==> src/rtl/aca_recover_n32_q8_if.sv <==
// Operand/result handshake bundle for the approximate adder with recovery.
// master: the producer/consumer side; slave: the adder block.
interface aca_recover_n32_q8_if;
    logic        in_valid;
    logic        in_ready;
    logic [31:0] in1;
    logic [31:0] in2;
    logic        out_valid;
    logic        out_ready;
    logic [32:0] res;
    logic        corrected;

    modport master (
        output in_valid,
        output in1,
        output in2,
        output out_ready,
        input  in_ready,
        input  out_valid,
        input  res,
        input  corrected
    );

    modport slave (
        input  in_valid,
        input  in1,
        input  in2,
        input  out_ready,
        output in_ready,
        output out_valid,
        output res,
        output corrected
    );
endinterface

==> src/rtl/aca_recover_n32_q8.sv <==
// 32-bit approximate adder (8-bit carry window) with error detection and a
// byte-serial ripple recovery path. Fast results appear one cycle after the
// transfer. Mispredicted sums take four FIX cycles to rebuild exactly.
// err_cnt counts corrections and saturates.
module aca_recover_n32_q8 #(
    parameter int CNT_W = 16
) (
    input  logic                 clk,
    input  logic                 rst_n,
    aca_recover_n32_q8_if.slave  bus,
    input  logic                 err_clr,
    output logic [CNT_W-1:0]     err_cnt
);

    typedef enum logic [1:0] {
        IDLE = 2'b00,
        FIX  = 2'b01,
        HOLD = 2'b10
    } state_t;

    // Each sum bit i >= 8 only sees the carry produced inside the 8-bit window
    // ending at bit i. Bit 32 is the carry out of the top byte alone.
    function automatic logic [32:0] approx_sum(input logic [31:0] a, input logic [31:0] b);
        logic [32:0] r;
        logic [8:0]  s;
        r      = 33'd0;
        s      = {1'b0, a[7:0]} + {1'b0, b[7:0]};
        r[7:0] = s[7:0];
        for (int i = 8; i < 32; i++) begin
            s    = {1'b0, a[i -: 8]} + {1'b0, b[i -: 8]};
            r[i] = s[7];
        end
        s     = {1'b0, a[31:24]} + {1'b0, b[31:24]};
        r[32] = s[8];
        return r;
    endfunction

    state_t             state_r;
    state_t             state_next_s;
    logic [31:0]        a_r;
    logic [31:0]        a_next_s;
    logic [31:0]        b_r;
    logic [31:0]        b_next_s;
    logic [32:0]        res_r;
    logic [32:0]        res_next_s;
    logic               corr_r;
    logic               corr_next_s;
    logic [1:0]         k_r;
    logic [1:0]         k_next_s;
    logic               carry_r;
    logic               carry_next_s;
    logic [CNT_W-1:0]   cnt_r;
    logic [CNT_W-1:0]   cnt_next_s;
    logic               cnt_inc_s;
    logic               in_ready_r;
    logic               out_valid_r;
    logic [32:0]        approx_s;
    logic [32:0]        exact_s;
    logic               err_flag_s;
    logic [8:0]         byte_sum_s;

    // Approximate and exact sums of the presented operands, and their disagreement.
    always_comb begin
        approx_s   = approx_sum(bus.in1, bus.in2);
        exact_s    = {1'b0, bus.in1} + {1'b0, bus.in2};
        err_flag_s = (approx_s != exact_s);
    end

    // One byte of the exact ripple addition, selected by the byte index.
    always_comb begin
        byte_sum_s = {1'b0, a_r[{k_r, 3'b000} +: 8]}
                   + {1'b0, b_r[{k_r, 3'b000} +: 8]}
                   + {8'd0, carry_r};
    end

    // Next-state and datapath updates for IDLE/FIX/HOLD.
    always_comb begin
        state_next_s = state_r;
        a_next_s     = a_r;
        b_next_s     = b_r;
        res_next_s   = res_r;
        corr_next_s  = corr_r;
        k_next_s     = k_r;
        carry_next_s = carry_r;
        cnt_inc_s    = 1'b0;
        case (state_r)
            IDLE: begin
                if (bus.in_valid) begin
                    a_next_s     = bus.in1;
                    b_next_s     = bus.in2;
                    res_next_s   = approx_s;
                    corr_next_s  = err_flag_s;
                    k_next_s     = 2'd0;
                    carry_next_s = 1'b0;
                    state_next_s = err_flag_s ? FIX : HOLD;
                end else begin
                    state_next_s = IDLE;
                end
            end
            FIX: begin
                res_next_s[{k_r, 3'b000} +: 8] = byte_sum_s[7:0];
                carry_next_s = byte_sum_s[8];
                k_next_s     = k_r + 2'd1;
                if (k_r == 2'd3) begin
                    res_next_s[32] = byte_sum_s[8];
                    cnt_inc_s      = 1'b1;
                    state_next_s   = HOLD;
                end else begin
                    state_next_s = FIX;
                end
            end
            HOLD: begin
                if (bus.out_ready) begin
                    state_next_s = IDLE;
                end else begin
                    state_next_s = HOLD;
                end
            end
            default: begin
                state_next_s = IDLE;
            end
        endcase
    end

    // Saturating correction counter; a clear overrides a coincident increment.
    always_comb begin
        if (err_clr) begin
            cnt_next_s = {CNT_W{1'b0}};
        end else if (cnt_inc_s && (cnt_r != {CNT_W{1'b1}})) begin
            cnt_next_s = cnt_r + {{(CNT_W-1){1'b0}}, 1'b1};
        end else begin
            cnt_next_s = cnt_r;
        end
    end

    // State, operand, result and counter registers.
    always_ff @(posedge clk or negedge rst_n) begin
        if (!rst_n) begin
            state_r     <= IDLE;
            a_r         <= 32'd0;
            b_r         <= 32'd0;
            res_r       <= 33'd0;
            corr_r      <= 1'b0;
            k_r         <= 2'd0;
            carry_r     <= 1'b0;
            cnt_r       <= {CNT_W{1'b0}};
            in_ready_r  <= 1'b1;
            out_valid_r <= 1'b0;
        end else begin
            state_r     <= state_next_s;
            a_r         <= a_next_s;
            b_r         <= b_next_s;
            res_r       <= res_next_s;
            corr_r      <= corr_next_s;
            k_r         <= k_next_s;
            carry_r     <= carry_next_s;
            cnt_r       <= cnt_next_s;
            in_ready_r  <= (state_next_s == IDLE);
            out_valid_r <= (state_next_s == HOLD);
        end
    end

    assign bus.in_ready  = in_ready_r;
    assign bus.out_valid = out_valid_r;
    assign bus.res       = res_r;
    assign bus.corrected = corr_r;
    assign err_cnt       = cnt_r;

endmodule

==> src/flat_wrapper.sv <==
// flat-port wrapper written by rule: the top's interface ports become plain ports
module aca_recover_n32_q8_flat 
#(
    parameter int CNT_W = 16
)
  (clk, rst_n, err_clr, err_cnt, bus_in_valid, bus_in1, bus_in2, bus_out_ready, bus_in_ready, bus_out_valid, bus_res, bus_corrected);
  aca_recover_n32_q8_if bus_i ();
  input  logic clk;
  input  logic rst_n;
  input  logic err_clr;
  output logic [CNT_W-1:0] err_cnt;
  input wire logic [$bits(bus_i.in_valid)-1:0] bus_in_valid;
  input wire logic [$bits(bus_i.in1)-1:0] bus_in1;
  input wire logic [$bits(bus_i.in2)-1:0] bus_in2;
  input wire logic [$bits(bus_i.out_ready)-1:0] bus_out_ready;
  output wire logic [$bits(bus_i.in_ready)-1:0] bus_in_ready;
  output wire logic [$bits(bus_i.out_valid)-1:0] bus_out_valid;
  output wire logic [$bits(bus_i.res)-1:0] bus_res;
  output wire logic [$bits(bus_i.corrected)-1:0] bus_corrected;
  assign bus_i.in_valid = bus_in_valid;
  assign bus_i.in1 = bus_in1;
  assign bus_i.in2 = bus_in2;
  assign bus_i.out_ready = bus_out_ready;
  assign bus_in_ready = bus_i.in_ready;
  assign bus_out_valid = bus_i.out_valid;
  assign bus_res = bus_i.res;
  assign bus_corrected = bus_i.corrected;
  aca_recover_n32_q8 #(.CNT_W(CNT_W)) u_core (.clk(clk), .rst_n(rst_n), .bus(bus_i), .err_clr(err_clr), .err_cnt(err_cnt));
endmodule
==> config.mk <==
export PLATFORM = sky130hd
export DESIGN_NAME = aca_recover_n32_q8_flat
export DESIGN_NICKNAME = d
export VERILOG_FILES = /design/src/rtl/aca_recover_n32_q8_if.sv /design/src/rtl/aca_recover_n32_q8.sv /design/src/flat_wrapper.sv
export SDC_FILE = /design/constraint.sdc
export NUM_CORES = 1
export LEC_CHECK = 0
export BUFFER_PORTS_ARGS = -buffer_cell sky130_fd_sc_hd__clkbuf_2
export CORE_MARGIN = 2
export CORE_UTILIZATION = 58
export DETAILED_ROUTE_END_ITERATION = 12
export GPL_TIMING_DRIVEN = 0
export PLACE_DENSITY = 0.79
export SYNTH_ARGS = -nofsm -noshare
export SYNTH_HDL_FRONTEND = slang
export SYNTH_SLANG_ARGS = --single-unit
==> constraint.sdc <==
create_clock -name clk -period 4.1 [get_ports clk]
set_clock_uncertainty 0.05 [all_clocks]
set_input_delay 0.205 -clock clk [delete_from_list [all_inputs] [get_ports clk]]
set_output_delay 0.205 -clock clk [all_outputs]
set_load 0.01 [all_outputs]
==> results.txt <==
----------------------------------------------------
[Run status]
  Result of the run ... complete, no violations

[Logic synthesis]
  Top cells by area in the synthesized netlist ... sky130_fd_sc_hd__dfrtp_1 37%, sky130_fd_sc_hd__nand2_1 11%, sky130_fd_sc_hd__ha_1 6.7%
  Top cells by instance count after synthesis ... 238 x sky130_fd_sc_hd__nand2_1, 120 x sky130_fd_sc_hd__dfrtp_1, 88 x sky130_fd_sc_hd__a21oi_1
  Count of flip-flops with a built-in enable after synthesis ... 0
  Primary FF master, synth ... sky130_fd_sc_hd__dfrtp_1
  Mean cell area of the mapped netlist ... approximately 8.4 sq um
  Count of unique library cells instantiated by Yosys ... 66
  Sequential fraction of the synthesis area ... between 30% and 40%
  Portion of synthesized cell area occupied by the leading cell type ... roughly 37%
  Mapped Nets ... between 1000 and 1500
  Async set-or-reset flop fraction in the synthesized netlist ... 100%
  Synthesis-stage register bit count ... 121
  Count of yosys warnings during synthesis ... 0
  Most repeated cell in the gate-level netlist after synthesis ... sky130_fd_sc_hd__nand2_1
  Number of standard cells after synthesis ... 973
  Synth Cell Area ... a little over 0.008 sq mm
  Yosys top cell by area ... sky130_fd_sc_hd__dfrtp_1

[Clock network]
  Clk root buf ... sky130_fd_sc_hd__clkbuf_16
  CTS tree ... done
  Clk sinks ... ~120
  TritonCTS buffer count ... 17
  Setup Buffers After CTS ... 0
  Maximum root-to-sink buffer count ... 2
  H-Tree Depth ... 4
  Clock latency on the worst-skew pair ... about 430 ps
  Post-CTS clock slew at the launch and capture registers of the worst setup and hold paths ... about 60 ps

[GRT]
  Number of global-route vias before repair ... a little over 8000
  GRT Residual Overflow ... 0
  Pin count of the biggest net entering global routing ... 74
  Initial antenna violation count ... 0
  Wire length of the first global-routing pass ... 43.9 mm
  Global router's overall resource usage ... between 30% and 40%

[Job]
  Max-cap violations ... 0

[Layout]
  Diode count ... 0
  Relative area change from synthesis to final layout ... 24.5%
  Post-route core utilization ... around 74%
  Post-layout net count ... 1286
  Layout cells sized above 1 ... around 18%

[Route]
  Detailed-route via count ... about 8500
  Detail-routed via count per cell ... between 6 and 7
  Detailed-router iteration count before antenna repair ... 5
  Drt total wl ... ~28 mm
  Final routed DRC violation total ... 0
  Remaining antenna violation count ... 0
  Routed len/inst ... approximately 21 microns
  Iteration-0 DRC count of the detailed router ... 810

[Pwr]
  Cell area power density ... between 700 and 800 mW/mm^2
  Maximum ir drop on the vdd rail ... 0.544 mV
  Static Leak ... around 4.9 nW

[Worst hold path]
  Min-Delay Path Class ... in2reg

[Timing]
  Number of failing setup endpoints in the final timing report ... 0
  Total negative slack for setup checks ... 0 ps
  Number of hold violations in the final report ... 0
  Max-slew violations ... 0
  Post-layout min period ... about 4000 ps
  Max frequency ... approximately 250 MHz
  Relative slew margins ... between 30% and 40%
  Transition time of the tightest slew-check pin ... a little over 900 ps
  RSZ-0062 raised after global routing ... false
  Crit share post-route ... about 96%

[Die]
  Die Width ... between 100 and 150 microns
  Die outline area ... 0.0151 sq mm
  Die extent in y ... around 120 microns
  I/O pins ... about 120
  Area inside the core boundary ... approximately 0.014 sq mm
  Core Rows ... 43
  Initial cell density of the core ... 59.3%

[Place]
  Last weighted congestion value of the routability-driven placer ... just over 1
  Detailed Place HPWL ... 20.4 mm
  IO Port Bufs ... about 120

[Worst setup path]
  Kind of critical path ... reg2reg
  Reg2reg setup slack ... about 170 ps
  Data arrival time of the worst path ... between 4000 and 5000 ps
  Type of destination of the critical path ... flop
  Required time of the critical path ... between 4000 and 5000 ps
  Element type at the critical path start ... flop
  Biggest fanout along the worst timing path ... 10

----------------------------------------------------
## sequential cells by signal (all words and copies together), names as in the netlist
| register | cells |
|---|---|
| u_core.a_r | 32 |
| u_core.b_r | 32 |
| u_core.bus.corrected | 1 |
| u_core.bus.in_ready | 1 |
| u_core.bus.out_valid | 1 |
| u_core.bus.res | 33 |
| u_core.carry_r | 1 |
| u_core.err_cnt | 16 |
| u_core.k_r | 2 |
| u_core.state_r | 2 |
## area by class of cell
type / count / area, sq um
multi-input combinational: 779 / 4850
clock inverter: 13 / 121
clock buffer: 19 / 443
fill: 1038 / 3620
buffer: 56 / 259
timing repair buffer: 178 / 1210
inverter: 17 / 63.8
sequential: 121 / 3030
tap: 180 / 225
## power by group
group | internal (mW) | leakage, nW | switching [mW] | total [mW]
clock | 0.851 | 0.262 | 0.607 | 1.46
combinational | 1.31 | 3.16 | 2.33 | 3.64
sequential | 1.72 | 1.49 | 0.360 | 2.08
total | 3.88 | 4.91 | 3.30 | 7.17
## stage by stage
stage | total power, mW | setup slack [ps] | instances | instance area [sq um] | hold WS (ps)
CTS | 7.00 | 126 | 1363 | 10200 | 5.05
detailed placement | 5.47 | 191 | 1273 | 9050 | 121
floorplan | 4.21 | 999 | 973 | 8200 | -141
global route | 7.54 | 1.05 | 1363 | 10200 | 8.43
global placement | 5.41 | 240 | 1272 | 9020 | 367
finish | 7.17 | 168 | 1363 | 10200 | 8.59
## logic make-up (layout without fill, tap and decap cells)
group	count (synthesis)	in the layout	synth area share (%)
adders and majority gates	47	47	7.45
DFF	121	121	37.0
muxes	17	17	4.52
and+or+nand+nor	429	429	23.3
xor gates and xnor gates	43	43	4.60
buffers and inverters	73	283	3.91
AOI/OAI and AO/OA	243	243	19.3
## per-layer routing
layer | track usage, % | wire, microns
met2 | 62.9 | 13200
met3 | 8.78 | 2700
met4 | 21.1 | 1280
met5 | 0 | 0
met1 | 49.2 | 11300
## timing repair
item                                   CTS  global route
setup endpoints to repair                0             4
endpoints found under the hold margin  104             0
hold buffers                            58             0
gates resized for setup                  0             2
## critical path, cell delays in order (launching register included)
cell,delay (ps)
sky130_fd_sc_hd__dfrtp_1,430
sky130_fd_sc_hd__clkbuf_4,310
sky130_fd_sc_hd__mux4_2,550
sky130_fd_sc_hd__fa_1,430
sky130_fd_sc_hd__inv_1,90
sky130_fd_sc_hd__fa_1,230
sky130_fd_sc_hd__nor2b_1,60
sky130_fd_sc_hd__o21ai_0,340
sky130_fd_sc_hd__a21boi_0,190
sky130_fd_sc_hd__o21ai_0,260
sky130_fd_sc_hd__nor3b_1,330
sky130_fd_sc_hd__nor2_2,170
sky130_fd_sc_hd__a22oi_1,250
sky130_fd_sc_hd__a21oi_1,100
## worst paths after layout
check / start / end / cells after the start
worst max-delay path: u_core.k_r[0] / u_core.bus.res[30] / 13
worst min-delay path: bus_in1[13] / u_core.a_r[13] / 3
worst max register to register: u_core.k_r[0] / u_core.bus.res[30] / 13
worst min register to register: u_core.b_r[16] / u_core.b_r[16] / 2
max in group asynchronous: rst_n / u_core.err_cnt[1] / 3
min in group asynchronous: rst_n / u_core.a_r[3] / 2
## layout by cell type (no fill, tap or decap), drive strengths merged, types with 19 or more instances in the layout
cell type    synthesis  routed
nand2              239     239
clkbuf              25     164
dfrtp              120     120
a21oi               89      89
nor2                78      78
dlygate4sd3          0      58
ha                  44      44
o21ai               38      38
nand4               33      33
buf                 31      31
xor2                27      27
a21o                26      26
a22oi               24      24
inv                 17      19
Power figures use the tool's default switching activity.
